--- src/rtl/booth_pkg.sv ---
// Shared types and default sizing for the Booth multiplier dispatcher.
package booth_pkg;

    localparam int BOOTH_W       = 8;
    localparam int BOOTH_DEPTH   = 4;
    localparam int BOOTH_TIMEOUT = 64;
    localparam int BOOTH_TAGW    = 4;

    typedef enum logic [1:0] {
        IDLE  = 2'd0,
        ISSUE = 2'd1,
        WAIT  = 2'd2
    } disp_state_t;

endpackage

--- src/rtl/booth_operand_fifo.sv ---
// Operand-pair FIFO: stores {a, b, tag} entries, exposes the head combinationally.
// Pushes while full and pops while empty are dropped internally.
module booth_operand_fifo #(
    parameter int W     = 8,
    parameter int TAGW  = 4,
    parameter int DEPTH = 4
) (
    input  logic                     clk,
    input  logic                     reset,
    input  logic                     push,
    input  logic [W-1:0]             push_a,
    input  logic [W-1:0]             push_b,
    input  logic [TAGW-1:0]          push_tag,
    input  logic                     pop,
    output logic [W-1:0]             head_a,
    output logic [W-1:0]             head_b,
    output logic [TAGW-1:0]          head_tag,
    output logic [$clog2(DEPTH):0]   count,
    output logic                     full,
    output logic                     empty
);

    localparam int PW = $clog2(DEPTH);
    localparam int EW = 2 * W + TAGW;
    localparam logic [PW:0] DEPTH_C = (PW + 1)'(DEPTH);

    logic [EW-1:0] mem [DEPTH];
    logic [PW-1:0] wr_ptr;
    logic [PW-1:0] rd_ptr;
    logic          do_push;
    logic          do_pop;

    assign do_push = push && !full;
    assign do_pop  = pop && !empty;

    assign full  = (count == DEPTH_C);
    assign empty = (count == '0);

    assign {head_a, head_b, head_tag} = mem[rd_ptr];

    // Entry storage; contents need no reset because count gates every read.
    always_ff @(posedge clk) begin
        if (do_push) begin
            mem[wr_ptr] <= {push_a, push_b, push_tag};
        end
    end

    // Pointers wrap naturally since DEPTH is a power of two.
    always_ff @(posedge clk) begin
        if (!reset) begin
            wr_ptr <= '0;
            rd_ptr <= '0;
            count  <= '0;
        end else begin
            if (do_push) begin
                wr_ptr <= wr_ptr + PW'(1);
            end
            if (do_pop) begin
                rd_ptr <= rd_ptr + PW'(1);
            end
            case ({do_push, do_pop})
                2'b10:   count <= count + (PW + 1)'(1);
                2'b01:   count <= count - (PW + 1)'(1);
                default: count <= count;
            endcase
        end
    end

endmodule

--- src/rtl/booth_dispatcher.sv ---
// Feeds queued operand pairs to a sequential multiplier one at a time and
// returns each product with its tag through a valid/ready result slot.
// A watchdog turns a missing done into an error result.
//
// state | meaning
// ------+---------------------------------------------------------------
// IDLE  | waiting for a queued pair and a free result slot
// ISSUE | mul_start high for one cycle, watchdog cleared
// WAIT  | operands held; first cycle ignores done (stale level), then
//       | done captures the product, or watchdog expiry reports error
module booth_dispatcher
    import booth_pkg::*;
#(
    parameter int W       = BOOTH_W,
    parameter int DEPTH   = BOOTH_DEPTH,
    parameter int TIMEOUT = BOOTH_TIMEOUT,
    parameter int TAGW    = BOOTH_TAGW
) (
    input  logic              clk,
    input  logic              reset,
    input  logic              in_valid,
    output logic              in_ready,
    input  logic [W-1:0]      in_a,
    input  logic [W-1:0]      in_b,
    input  logic [TAGW-1:0]   in_tag,
    output logic [W-1:0]      mul_a,
    output logic [W-1:0]      mul_b,
    output logic              mul_start,
    input  logic              mul_done,
    input  logic [2*W-1:0]    mul_m,
    output logic              out_valid,
    input  logic              out_ready,
    output logic [2*W-1:0]    out_m,
    output logic [TAGW-1:0]   out_tag,
    output logic              out_err,
    output logic              busy
);

    localparam int CW = $clog2(TIMEOUT + 1);
    // Last WAIT cycle: the counter would reach TIMEOUT on this edge.
    localparam logic [CW-1:0] WD_LAST = CW'(TIMEOUT - 1);

    disp_state_t state;
    disp_state_t state_nxt;

    logic [W-1:0]           head_a;
    logic [W-1:0]           head_b;
    logic [TAGW-1:0]        head_tag;
    logic [$clog2(DEPTH):0] fifo_count;
    logic                   fifo_full;
    logic                   fifo_empty;

    logic                   push;
    logic                   pop;
    logic                   slot_free;
    logic                   done_ok;
    logic                   timed_out;
    logic [CW-1:0]          wdog;
    logic [TAGW-1:0]        tag_q;

    assign push      = in_valid && in_ready;
    assign in_ready  = !fifo_full;
    assign slot_free = !out_valid || out_ready;
    assign busy      = (state != IDLE) || (fifo_count != '0);

    booth_operand_fifo #(
        .W     (W),
        .TAGW  (TAGW),
        .DEPTH (DEPTH)
    ) u_fifo (
        .clk      (clk),
        .reset    (reset),
        .push     (push),
        .push_a   (in_a),
        .push_b   (in_b),
        .push_tag (in_tag),
        .pop      (pop),
        .head_a   (head_a),
        .head_b   (head_b),
        .head_tag (head_tag),
        .count    (fifo_count),
        .full     (fifo_full),
        .empty    (fifo_empty)
    );

    // State register.
    always_ff @(posedge clk) begin
        if (!reset) begin
            state <= IDLE;
        end else begin
            state <= state_nxt;
        end
    end

    // Next-state decode.
    always_comb begin
        state_nxt = state;
        case (state)
            IDLE: begin
                if (pop) begin
                    state_nxt = ISSUE;
                end
            end
            ISSUE: begin
                state_nxt = WAIT;
            end
            WAIT: begin
                if (done_ok || timed_out) begin
                    state_nxt = IDLE;
                end
            end
            default: begin
                state_nxt = IDLE;
            end
        endcase
    end

    // Per-state outputs and strobes; done beats the watchdog in the same cycle.
    always_comb begin
        mul_start = 1'b0;
        pop       = 1'b0;
        done_ok   = 1'b0;
        timed_out = 1'b0;
        case (state)
            IDLE: begin
                pop = !fifo_empty && slot_free;
            end
            ISSUE: begin
                mul_start = 1'b1;
            end
            WAIT: begin
                done_ok   = mul_done && (wdog != '0);
                timed_out = !done_ok && (wdog == WD_LAST);
            end
            default: begin
                mul_start = 1'b0;
            end
        endcase
    end

    // Operand/tag registers load on pop; watchdog clears in ISSUE, counts in WAIT.
    always_ff @(posedge clk) begin
        if (!reset) begin
            mul_a <= '0;
            mul_b <= '0;
            tag_q <= '0;
            wdog  <= '0;
        end else begin
            if (pop) begin
                mul_a <= head_a;
                mul_b <= head_b;
                tag_q <= head_tag;
            end
            if (state == ISSUE) begin
                wdog <= '0;
            end else if (state == WAIT) begin
                wdog <= wdog + CW'(1);
            end
        end
    end

    // Result slot: loads on completion, drains on handshake, otherwise holds.
    always_ff @(posedge clk) begin
        if (!reset) begin
            out_valid <= 1'b0;
            out_m     <= '0;
            out_tag   <= '0;
            out_err   <= 1'b0;
        end else if (done_ok || timed_out) begin
            out_valid <= 1'b1;
            out_m     <= done_ok ? mul_m : '0;
            out_tag   <= tag_q;
            out_err   <= !done_ok;
        end else if (out_valid && out_ready) begin
            out_valid <= 1'b0;
        end
    end

endmodule

--- config.mk ---
export PLATFORM = sky130hd
export DESIGN_NAME = booth_dispatcher
export DESIGN_NICKNAME = d
export VERILOG_FILES = /design/src/rtl/booth_pkg.sv /design/src/rtl/booth_operand_fifo.sv /design/src/rtl/booth_dispatcher.sv
export SDC_FILE = /design/constraint.sdc
export NUM_CORES = 1
export LEC_CHECK = 0
export ABC_AREA = 0
export CAP_MARGIN = 20
export CORE_ASPECT_RATIO = 1.1
export CORE_MARGIN = 3
export CORE_UTILIZATION = 50
export DETAILED_ROUTE_END_ITERATION = 10
export GPL_ROUTABILITY_DRIVEN = 0
export GPL_TIMING_DRIVEN = 0
export PLACE_DENSITY_LB_ADDON = 0.05
export RECOVER_POWER = 100
export SKIP_LAST_GASP = 1
export SYNTH_ARGS = -nofsm -noshare
export SYNTH_HDL_FRONTEND = slang
export SYNTH_SLANG_ARGS = --single-unit
export TNS_END_PERCENT = 10
--- constraint.sdc ---
create_clock -name clk -period 3.3 [get_ports clk]
set_input_delay 0.495 -clock clk [delete_from_list [all_inputs] [get_ports clk]]
set_output_delay 0.495 -clock clk [all_outputs]
set_load 0.02 [all_outputs]
==> results of run 1 <==
[cell usage after synthesis (2+ instances only)]
master and instances:
edfxtp_1 80, dfxtp_1 58, nand2_1 53, a21boi_0 23, mux4_2 20, a22o_2 16, clkbuf_1 11, nor2_1 11
inv_1 9, and2_1 8, ha_1 7, and3_1 5, xnor2_1 5, xor2_1 5, mux2i_1 4, buf_6 3
nand2b_1 3, nand4_1 3, buf_2 2, nand3_1 2, nor2b_1 2, nor3b_1 2, o21a_1 2, o21ai_0 2
or3_1 2
[flip-flops by register name, summed over array words and instances, names as in the netlist]
name / cells
mul_a: 8
u_fifo.mem: 80
mul_b: 8
out_m: 16
wdog: 7
out_valid: 1
u_fifo.wr_ptr: 2
u_fifo.rd_ptr: 2
u_fifo.count: 3
out_err: 1
tag_q: 4
state: 2
out_tag: 4
[per-layer routing]
layer / GRT usage / wire [um] / vias to the layer above
met2: 0.2968 / 4936 / 99
met4: 0.07168 / 107 / 0
met1: 0.2391 / 4405 / 1525
met3: 0.05980 / 568 / 12
met5: 0 / 0 / -
li1: - / - / 1479
[critical path: stages]
cell and delay, ns:
clkdlybuf4s50_1 0.45, nand2b_1 0.15, nand3_1 0.17, inv_1 0.14
clkbuf_1 0.48, ha_1 0.29, inv_1 0.06, fa_1 0.38
xor2_1 0.15, or3_1 0.30, a21boi_0 0.19
[worst max path at each step]
stage / start / endpoint / slack (ns) / cells past startpoint
floorplan: out_ready / u_fifo.count[2] / 0.89 / 10
global placement: out_ready / u_fifo.count[2] / 0.02 / 11
detailed placement: out_ready / u_fifo.count[2] / -0.02 / 11
CTS: state[0] / u_fifo.count[2] / 0.50 / 10
global route: state[0] / u_fifo.count[2] / 0.26 / 10
finish: out_ready / u_fifo.count[2] / 0.48 / 11
[through the flow]
stage | util | power, mW | worst slack [ns] | hold slack, ns
5_1_grt | 0.6689 | 5.478 | 0.2615 | 0.4838
3_5_place_dp | 0.6212 | 3.615 | -0.02422 | 0.4556
3_3_place_gp | 0.6185 | 3.585 | 0.02420 | 0.4447
4_1_cts | 0.6735 | 5.286 | 0.4992 | 0.4635
6_report | 0.6689 | 5.162 | 0.4751 | 0.4575
2_1_floorplan | - | 3.074 | 0.8859 | 0.4350
[area by class of cell]
type | count | share of cell area
buffer | 16 | 0.01137
sequential | 138 | 0.5310
timing repair buffer | 85 | 0.1231
multi-input combinational | 184 | 0.2252
clock inverter | 15 | 0.01641
tap | 140 | 0.02610
clock buffer | 17 | 0.06172
inverter | 9 | 0.005034
[cell families (layout without fill, tap and decap cells)]
kind of cell             Yosys count  after routing  share of synthesized area
AND/OR/NAND/NOR                   97             97                    0.08943
multiplexers                      24             24                    0.09398
buffers and inverters             25            142                    0.02278
AO/OA/AOI/OAI                     45             45                    0.07360
flip-flops                       138            138                     0.6828
adder cells (fa/ha/maj)            8              8                    0.02062
XOR/XNOR                          10             10                    0.01678
[power groups by stage]
| stage | sequential, mW | combinational [mW] | clock [mW] |
|---|---|---|---|
| final | 2.19 | 1.32 | 1.65 |
| after global routing | 2.22 | 1.48 | 1.78 |
| after CTS | 2.19 | 1.40 | 1.69 |
| after detailed placement | 2.23 | 1.39 | 0 |
| after global placement | 2.22 | 1.37 | 0 |
| after floorplan | 2.31 | 0.767 | 0 |
==> results.py, run 1 <==
metrics = {
    "layout": {
        "final_cells": 604,
        "nNetsFinal": 500,
        "stdcell_area_um2": 6710,
        "areaGrowthSynthToFinish_pct": 28.58,
        "layout_common_cells": "edfxtp_1 (80), dlygate4sd3_1 (62), dfxtp_1 (58)",
        "nFillCells": 729,
        "layout_commonest_cell": "edfxtp_1",
        "drive_above_1_share": 0.1422,
        "multi_input_area_um2": 1511,
        "regArea_um2": 3563,
        "diodes": 0,
    },
    "pwr": {
        "clock_power_share": 0.321,
        "p_leak_nw": 2.461,
        "irDropWorstVdd_mv": 0.5565,
        "p_int_mw": 3.614,
        "p_sw_mw": 1.548,
        "p_per_area_nw_per_um2": 769.2,
        "seq_power_share": 0.424,
        "comb_power_share": 0.256,
        "switching_share": 0.2999,
    },
    "global_routing": {
        "antenna_found_initial": 0,
        "grt_usage": 0.1872,
        "grt_max_degree": 21,
        "grt_pass1_vias": 3204,
        "grt_first_pass_wirelength_mm": 16.17,
        "grt_overflow_total": 0,
    },
    "worst_setup_path": {
        "crit_type": "primary input to register",
        "path_max_fanout": 10,
        "timing.rr.end": "u_fifo.count[2]",
        "r2r_slack_ns": 0.50,
        "cp-end-kind": "register",
        "crit_arrival_ns": 3.26,
        "cp-start-kind": "primary input",
        "required_ns": 3.73,
        "worstRegToRegCells": 10,
        "r2r_start": "state[0]",
    },
    "route": {
        "firstDrtPassIters": 4,
        "wl_per_cell_um": 16.59,
        "drtAntennaViolNets": 0,
        "wl_mm": 10.02,
        "first_iter_violations": 127,
        "drcViolationCount": 0,
        "routed-via-count": 3115,
        "vias_per_cell": 5.157,
    },
    "synth": {
        "yosys.area.top_type": "edfxtp_1",
        "synth-edff-count": 80,
        "synth_nets": 396,
        "synth_seq_area_share": 0.6828,
        "yosys_warnings": 0,
        "ys_ff_latch": 138,
        "synth_area_um2": 5219,
        "synth_flop_cell": "edfxtp_1",
        "synthArstFlopShare": 0,
        "yosysUniqueCellTypes": 34,
        "post_synth_inst_count": 347,
        "syn_area_per_cell_um2": 15.04,
        "ys_top_cells_by_area": "edfxtp_1 (46%), dfxtp_1 (22%), mux4_2 (8.6%)",
        "synth.top_cell.area_share": 0.4603,
    },
    "placement": {
        "dp_cells": 569,
        "port_buffers": 81,
        "hpwl_mm": 6.427,
        "place_area_um2": 6232,
    },
    "clock_tree": {
        "ctsHoldBuffers": 0,
        "clkTransAtPathRegs_ns": 0.06,
        "cts_setup_buffers": 0,
        "cts_tree": "done",
        "numClockSinks": 138,
        "htree_levels": 4,
        "cts_max_path_buffers": 2,
        "clk_latency_ns": 0.51,
        "cts-root-buf": "clkbuf_8",
        "cts_buffers": 17,
        "cts_resized": 0,
    },
    "sta": {
        "fin_setup_tns_ns": 0,
        "relSlewSlack": 0.1960,
        "finalSetupViolations": 0,
        "fin_skew_ns": 0.009909,
        "maxSlewViolCount": 0,
        "fin_crit_sh": 0.8560,
        "post-route-min-period_ns": 2.825,
        "max_clock_freq_mhz": 354.0,
        "rsz0062_at_grt": "false",
        "hold_viol": 0,
        "max_slew.worst_pin.slew_ns": 1.206,
    },
    "floorplan": {
        "core_um2": 10030,
        "initial_core_util": 0.5202,
        "die_w_um": 103.4,
        "ios": 82,
        "die_y_um": 113.2,
        "rows": 38,
        "fp.dieArea_um2": 11700,
    },
    "hold_path": {
        "hold_depth": 2,
        "min_to": "mul_b[6]",
        "min_from": "mul_b[6]",
        "holdCritPathClass": "register to register",
    },
    "flow_run": {
        "max-cap-violations": 0,
    },
    "status": {
        "outcome": "complete, no violations",
    },
}
(Power assumes the default switching activity.)
==> inputs of run 2 (changes only) <==
--- a/config.mk
+++ b/config.mk
@@ -19,4 +19,4 @@
 export SYNTH_ARGS = -nofsm -noshare
 export SYNTH_HDL_FRONTEND = slang
 export SYNTH_SLANG_ARGS = --single-unit
-export TNS_END_PERCENT = 10
+export TNS_END_PERCENT = 100
==> results of run 2 <==
Final layout, timing and power as in run 1 (identical DEF).
==> inputs of run 3 (changes only) <==
--- a/config.mk
+++ b/config.mk
@@ -7,9 +7,11 @@
 export LEC_CHECK = 0
 export ABC_AREA = 0
 export CAP_MARGIN = 20
+export CELL_PAD_IN_SITES_DETAIL_PLACEMENT = 0
+export CELL_PAD_IN_SITES_GLOBAL_PLACEMENT = 2
 export CORE_ASPECT_RATIO = 1.1
 export CORE_MARGIN = 3
-export CORE_UTILIZATION = 50
+export CORE_UTILIZATION = 37
 export DETAILED_ROUTE_END_ITERATION = 10
 export GPL_ROUTABILITY_DRIVEN = 0
 export GPL_TIMING_DRIVEN = 0
==> run 3 against run 2 <==
Register-to-register slack lost 0.04 ns; cell count grew 7.3%; clock skew shrank 0.0035 ns; critical path depth is the same; clock power grew 22%; global-route usage shrank 5.0 points; sequential share of layout area shrank 1.3 points; combinational power is essentially flat; sequential power is essentially flat; sequential cell count is the same; critical path type unchanged; critical endpoint unchanged.
==> results.py, run 3 (synthesis results as in run 1) <==
metrics = {
    "layout": {
        "diodes": 0,
        "drive_above_1_share": 0.1509,
        "largest_reg_flops": 80,
        "final_util": 0.5097,
        "final_cells": 648,
        "nNetsFinal": 500,
        "largest_register": "u_fifo.mem",
        "layout_common_cells": "edfxtp_1 (80), dlygate4sd3_1 (63), dfxtp_1 (58)",
        "areaGrowthSynthToFinish_pct": 31.74,
        "layout_commonest_cell": "edfxtp_1",
        "largestRegisters": "u_fifo.mem: 80 flops, out_m: 16 flops",
    },
    "worst_setup_path": {
        "path_depth": 11,
        "cpMostUsedCell": "inv_1",
        "crit_family": "buffers and inverters",
        "r2r_slack_ns": 0.46,
        "r2r_start": "state[0]",
        "worstPathBufferInverterCount": 4,
        "worstRegToRegCells": 10,
        "cp-end-kind": "register",
        "crit_type": "primary input to register",
        "crit_arrival_ns": 3.33,
        "path_max_fanout": 10,
        "crit_path_max_incr_delay_ns": 0.52,
        "required_ns": 3.64,
        "crit_chain": "dlygate4sd3_1, nand2b_1, nand3_1, inv_1, clkbuf_1, ha_1, inv_1, fa_1, xor2_1, or3_1, a21boi_0",
        "cp-start-kind": "primary input",
        "timing.rr.end": "u_fifo.count[2]",
        "slowest_stage": "clkbuf_1",
    },
    "sta": {
        "fin_crit_sh": 0.9077,
        "fin_skew_ns": 0.006396,
        "max_clock_freq_mhz": 333.9,
        "max_slew.worst_pin.slew_ns": 1.030,
        "maxSlewViolCount": 0,
        "hold_viol": 0,
        "relSlewSlack": 0.3134,
        "post-route-min-period_ns": 2.995,
        "fin_setup_tns_ns": 0,
        "whs_ns": 0.4549,
        "rsz0062_at_grt": "false",
        "finalSetupViolations": 0,
    },
    "pwr": {
        "irDropWorstVdd_mv": 0.4025,
        "p_leak_nw": 2.522,
        "total_power_mw": 5.511,
        "p_per_area_nw_per_um2": 801.6,
    },
    "route": {
        "wl_per_cell_um": 15.69,
        "first_iter_violations": 118,
        "drcViolationCount": 0,
        "routed-via-count": 3029,
        "wl_mm": 10.17,
        "drtAntennaViolNets": 0,
        "firstDrtPassIters": 4,
        "vias_per_cell": 4.674,
    },
    "global_routing": {
        "grt_overflow_total": 0,
        "grt_usage": 0.1369,
        "antenna_found_initial": 0,
        "grt_first_pass_wirelength_mm": 15.98,
        "grt_pass1_vias": 3025,
        "grt_max_degree": 21,
    },
    "hold_path": {
        "min_from": "tag_q[2]",
        "min_to": "out_tag[2]",
        "holdCritPathClass": "register to register",
        "hold_depth": 2,
    },
    "clock_tree": {
        "cts_max_path_buffers": 2,
        "cts_setup_buffers": 0,
        "clk_latency_ns": 0.41,
        "cts_buffers": 17,
        "clkTransAtPathRegs_ns": 0.06,
        "htree_levels": 4,
        "cts_tree": "done",
        "ctsHoldBuffers": 0,
        "cts-root-buf": "clkbuf_16",
        "numClockSinks": 138,
        "cts_resized": 0,
    },
    "placement": {
        "hpwl_mm": 6.616,
        "port_buffers": 81,
        "dp_cells": 612,
    },
    "status": {
        "outcome": "complete, no violations",
    },
    "floorplan": {
        "die_y_um": 130.6,
        "rows": 44,
        "initial_core_util": 0.3869,
        "core_um2": 13490,
        "ios": 82,
        "fp.dieArea_um2": 15570,
        "die_w_um": 119.2,
    },
    "flow_run": {
        "max-cap-violations": 0,
    },
}
## run 3: per-layer routing
metal / GRT usage / up-vias / routed length [um]
li1: - / 1479 / -
met1: 0.1751 / 1468 / 4656
met3: 0.04391 / 11 / 534
met5: 0 / - / 0
met2: 0.2152 / 71 / 4836
met4: 0.06135 / 0 / 142
## run 3: layout make-up
class                           count  area, um2
Fill cell                        1198       6613
Sequential cell                   138       3563
Multi-Input combinational cell    184       1511
Timing Repair Buffer               85      825.8
Clock buffer                       19      442.9
Tap cell                          184      230.2
Clock inverter                     13      191.4
Buffer                             16      76.32
Inverter                            9      33.78
## run 3: stage by stage
stage / instance area (um2) / worst slack (ns)
4_1_cts: 6894 / 0.3513
5_1_grt: 6875 / 0.1417
2_1_floorplan: 5219 / 0.8859
3_5_place_dp: 6260 / -0.06550
3_3_place_gp: 6260 / -0.05776
6_report: 6875 / 0.3047
## run 3: power by group
group          leakage (nW)  switching [mW]  total [mW]  internal, mW
registers              1.21           0.107        2.19          2.08
logic                  1.02           0.760        1.31         0.554
clock network         0.301           0.717        2.01          1.29
## run 3: how the worst max path moves through the flow
| stage | start | end | slack [ns] |
|---|---|---|---|
| floorplan | out_ready | u_fifo.count[2] | 0.89 |
| global placement | out_ready | u_fifo.count[2] | -0.06 |
| detailed placement | out_ready | u_fifo.count[2] | -0.07 |
| CTS | out_ready | u_fifo.count[2] | 0.35 |
| global route | out_ready | u_fifo.count[2] | 0.14 |
| finish | out_ready | u_fifo.count[2] | 0.30 |
## run 3: tightest hold or removal path, stage by stage, from the launching register on
cell,delay [ns]
dfxtp_1,0.31
nand2_1,0.05
mux2i_1,0.05
